===== config.mk =====
export PLATFORM = sky130hd
export DESIGN_NAME = instr_fetch_unit
export DESIGN_NICKNAME = d
export VERILOG_FILES = /design/src/rtl/instr_fetch_unit.sv
export SDC_FILE = /design/constraint.sdc
export NUM_CORES = 1
export LEC_CHECK = 0
export CAP_MARGIN = 0
export CORE_MARGIN = 5
export CORE_UTILIZATION = 45
export CTS_CLUSTER_DIAMETER = 80
export DETAILED_ROUTE_END_ITERATION = 16
export PLACE_DENSITY = 0.82
export SLEW_MARGIN = 10
export SYNTH_ARGS = -nofsm -noshare
export SYNTH_HDL_FRONTEND = slang
export SYNTH_SLANG_ARGS = --single-unit

===== constraint.sdc =====
create_clock -name fetch_CLOCK_50 -period 12.06 [get_ports fetch_CLOCK_50]
set_input_delay 1.809 -clock fetch_CLOCK_50 [delete_from_list [all_inputs] [get_ports fetch_CLOCK_50]]
set_output_delay 1.809 -clock fetch_CLOCK_50 [all_outputs]
set_load 0.005 [all_outputs]

===== src/rtl/instr_fetch_unit.sv =====
// instr_fetch_unit: program-memory fetch initiator.
// Owns the word-addressed program counter, pushes {instruction, address}
// pairs into a small prefetch FIFO and hands them to decode over valid/ready.
// A taken-branch redirect reloads the PC and flushes everything fetched.
// Optional feature macro: FETCH_HALT_ON_ZERO_EN (stop fetching on an all-zero word).
module instr_fetch_unit #(
    parameter int                       DATAWIDTH_BUS = 32,
    parameter logic [DATAWIDTH_BUS-1:0] RESET_PC      = 'h0000_0800,
    parameter int                       FIFO_DEPTH    = 2
) (
    input  logic                     fetch_CLOCK_50,
    input  logic                     fetch_RESET_InHigh,
    output logic [DATAWIDTH_BUS-1:0] fetch_BusDirecciones,
    input  logic [DATAWIDTH_BUS-1:0] fetch_BusDatos,
    input  logic                     fetch_Enable,
    input  logic                     fetch_Redirect,
    input  logic [DATAWIDTH_BUS-1:0] fetch_RedirectAddr,
    output logic                     fetch_InstrValid,
    input  logic                     fetch_InstrReady,
    output logic [DATAWIDTH_BUS-1:0] fetch_Instr,
    output logic [DATAWIDTH_BUS-1:0] fetch_InstrAddr,
    output logic                     fetch_Halted
);

    localparam int AW    = $clog2(FIFO_DEPTH);
    localparam int PTR_W = AW + 1;
    localparam logic [PTR_W-1:0] DEPTH_P = PTR_W'(FIFO_DEPTH);

    typedef enum logic [1:0] {IDLE, FETCH, HALT} state_t;

    state_t                   state_reg;
    logic [DATAWIDTH_BUS-1:0] pc_reg;
    logic                     halted_reg;
    logic [PTR_W-1:0]         wr_ptr_reg;
    logic [PTR_W-1:0]         rd_ptr_reg;
    logic [DATAWIDTH_BUS-1:0] data_mem [FIFO_DEPTH];
    logic [DATAWIDTH_BUS-1:0] addr_mem [FIFO_DEPTH];

    logic [PTR_W-1:0] count;
    logic             full;
    logic             empty;
    logic             pop;
    logic             space;
    logic             zero_word;
    logic             fetch_slot;
    logic             push;
    logic             halt_hit;

    // Pointers carry one extra wrap bit so full and empty are distinguishable.
    assign count = wr_ptr_reg - rd_ptr_reg;
    assign full  = (count == DEPTH_P);
    assign empty = (count == '0);

    // A redirect suppresses both sides of the FIFO for that cycle.
    assign pop   = !empty && fetch_InstrReady && !fetch_Redirect;
    assign space = !full || pop;

`ifdef FETCH_HALT_ON_ZERO_EN
    assign zero_word = (fetch_BusDatos == '0);
`else
    assign zero_word = 1'b0;
`endif

    // A fetch slot is a cycle where a word would be pushed; a zero word
    // (feature enabled) turns that slot into a halt instead.
    assign fetch_slot = (state_reg == FETCH) && !fetch_Redirect && space;
    assign push       = fetch_slot && !zero_word;
    assign halt_hit   = fetch_slot && zero_word;

    assign fetch_BusDirecciones = pc_reg;
    assign fetch_InstrValid     = !empty;
    assign fetch_Instr          = data_mem[rd_ptr_reg[AW-1:0]];
    assign fetch_InstrAddr      = addr_mem[rd_ptr_reg[AW-1:0]];
    assign fetch_Halted         = halted_reg;

    // PC, FIFO storage/pointers and fetch state machine.
    always_ff @(posedge fetch_CLOCK_50 or posedge fetch_RESET_InHigh) begin
        if (fetch_RESET_InHigh) begin
            state_reg  <= IDLE;
            pc_reg     <= RESET_PC;
            halted_reg <= 1'b0;
            wr_ptr_reg <= '0;
            rd_ptr_reg <= '0;
            for (int i = 0; i < FIFO_DEPTH; i++) begin
                data_mem[i] <= '0;
                addr_mem[i] <= '0;
            end
        end else if (fetch_Redirect) begin
            pc_reg     <= fetch_RedirectAddr;
            wr_ptr_reg <= '0;
            rd_ptr_reg <= '0;
            halted_reg <= 1'b0;
            state_reg  <= fetch_Enable ? FETCH : IDLE;
        end else begin
            if (push) begin
                data_mem[wr_ptr_reg[AW-1:0]] <= fetch_BusDatos;
                addr_mem[wr_ptr_reg[AW-1:0]] <= pc_reg;
                wr_ptr_reg <= wr_ptr_reg + 1'b1;
                pc_reg     <= pc_reg + 1'b1;
            end
            if (pop) begin
                rd_ptr_reg <= rd_ptr_reg + 1'b1;
            end
            case (state_reg)
                IDLE: begin
                    if (fetch_Enable) state_reg <= FETCH;
                end
                FETCH: begin
                    if (halt_hit) begin
                        state_reg  <= HALT;
                        halted_reg <= 1'b1;
                    end else if (!fetch_Enable) begin
                        state_reg <= IDLE;
                    end
                end
                HALT: begin
                    state_reg <= HALT;
                end
                default: state_reg <= IDLE;
            endcase
        end
    end

endmodule

==> flow_metrics.tcl <==
set metrics [dict create \
    outcome "complete, no violations" \
    cp_cell_sequence "mux2_2 > clkdlybuf4s50_1" \
    clk_latency_ns 0.42 \
    die_height_um 141 \
    slowest_delay_ns 1.10 \
    avgViaCountPerCell 5.29 \
    setup_tns_ns 0 \
    critPathTopFamily "flip-flops" \
    arrival_ns 2.45 \
    cap_violations 0 \
    drive_gt1_share_pct 30.6 \
    finalSetupViolCount 0 \
    synth-edff-count 0 \
    cts_hold_buf 0 \
    crit_fanout 68 \
    diodes 0 \
    tightest_slew_ns 1.03 \
    pin_count 167 \
    port_buffers 165 \
    grt_pass1_vias 5606 \
    die_w_um 141 \
    yosys_most_used_dff "dfrtp_1" \
    synthDistinctLibCells 45 \
    postCtsResizedCells 0 \
    antenna_found_initial 0 \
    final_core_util_pct 60.4 \
    clock_skew_ns 0.00823 \
    critPathBufInv 1 \
    most-common-layout-cells "mux2_2 (185), dfrtp_1 (164), clkdlybuf4s50_1 (164)" \
    nets 816 \
    gp_routability_congestion 0.831 \
    netlist_area_sq_um 7670 \
    path_clk_slew_ns 0.06 \
    initial_core_util_pct 46.1 \
    remaining_drc_errors 0 \
    area_delta_synth_final_pct 31.1 \
    syn_area_per_cell_sq_um 12.9 \
    vdd_drop_max_uv 143 \
    synth-seq-cells 166 \
    powerDensity_nw_per_um2 201 \
    slowest_stage "dfrtp_4" \
    fp.coreArea_sq_um 16600 \
    mostFrequentLayoutCell "mux2_2" \
    rsz0062_at_grt "no" \
    dp_hpwl_mm 12.3 \
    clk_path_buf_depth 2 \
    grt_remaining_overflow 0 \
    grt_max_degree 114 \
    clock_tree.root_cell "clkbuf_16" \
    worstSetupPathType "flip-flop to primary output" \
    numClockSinks 166 \
    drtIter0Drc 215 \
    cts_made_buffers 17 \
    slew_headroom_pct 31.3 \
    end_kind "primary output" \
    wl_mm 18.1 \
    worst_ep_required_time_ns 10.25 \
    firstDrtPassIters 4 \
    hold_violations 0 \
    final_max_slew_viol_count 0 \
    fin_crit_sh_pct 35.3 \
    startpoint_type "flip-flop" \
    die_area_sq_um 19800 \
    yosysSeqAreaShare_pct 54.2 \
    grt_pass1_wl_mm 29.4 \
    ys_warn_count 0 \
    power.leakage_nw 4.05 \
    vias 5180 \
    finalPower_mw 2.02 \
    h-tree-depth 4 \
    async_reset_ff_share_pct 100 \
    hold_path.class "flip-flop to flip-flop" \
    grt_usage_pct 18.5 \
    cts_setup_buffers 0 \
    fp-row-count 47 \
    wire_per_inst_um 18.5 \
    min_period_ns 4.26 \
    max_clock_freq_ghz 0.235 \
    synthCells 594 \
    tritoncts "done" \
    ant_nets 0 \
    synth_nets 664 \
]
==> cells in the mapped netlist, drive strengths merged (2+ instances only) <==
library cell | number | area share [%]
and3 | 3 | 0.24
dfrtp | 165 | 54
nor2 | 8 | 0.39
nand3 | 10 | 0.65
xor2 | 9 | 1.1
mux2 | 190 | 28
clkbuf | 17 | 0.85
and4 | 3 | 0.34
o21ai | 33 | 2.2
nor4 | 15 | 1.3
or4 | 2 | 0.24
nand2 | 46 | 2.3
nor3 | 10 | 0.72
nand4 | 8 | 0.73
buf | 20 | 1.4
inv | 7 | 0.34
xnor2 | 28 | 3.3
and2 | 2 | 0.16
or2 | 2 | 0.16
==> path summary, 6_finish.rpt <==
kind                                      endpoint                from  slack (ns)  depth (start not counted)
worst max-delay path            fetch_InstrAddr[0]       rd_ptr_reg[0]        7.80                          2
min in group asynchronous              data_mem[9]  fetch_RESET_InHigh        2.03                          2
max in group asynchronous            rd_ptr_reg[0]  fetch_RESET_InHigh        8.69                          3
worst max register to register        addr_mem[25]       rd_ptr_reg[0]        8.72                          4
worst min-delay path                  state_reg[1]        state_reg[0]        0.48                          1
worst min register to register        state_reg[1]        state_reg[0]        0.48                          1
==> cells by family (layout without fill, tap and decap cells) <==
kind of cell,count (synthesis),count (layout),synth area share [%]
compound gates,38,38,2.72
xor+xnor,37,37,4.42
fa+ha+maj,1,1,0.163
buf+inv,45,210,2.59
flops,166,166,54.2
mux,191,191,28.0
other cells,1,1,0.0489
simple gates,115,115,7.83
==> metrics by stage <==
stage          instance area [sq um]  setup slack (ns)  hold slack [ns]  std cells
2_1_floorplan                   7670              5.76            0.437        594
3_3_place_gp                    9490              7.75            0.457        947
3_5_place_dp                    9490              7.67            0.468        947
4_1_cts                        10100              7.78            0.475        979
5_1_grt                        10100              7.72            0.500        979
6_report                       10100              7.80            0.475        979
==> per-layer routing <==
| layer | routed length [um] | GRT usage, % | share of wire (%) |
|---|---|---|---|
| met5 | 0 | 0 | 0 |
| met2 | 8740 | 31.1 | 48 |
| met1 | 8080 | 23.9 | 45 |
| met3 | 1140 | 5.15 | 6.3 |
| met4 | 138 | 4.49 | 0.76 |
==> final cells by class <==
cell class                      instances  area, sq um
Timing Repair Buffer                  170         1680
Clock buffer                           25          495
Clock inverter                          7         71.3
Fill cell                            1293         6590
Sequential cell                       166         4160
Multi-Input combinational cell        383         3330
Inverter                                8         35.0
Tap cell                              220          275
==> report_power, final <==
group | switching (mW) | internal, mW
registers | 0.133 | 0.731
logic | 0.196 | 0.441
clock network | 0.212 | 0.306
total | 0.541 | 1.48
(Power assumes the default switching activity.)
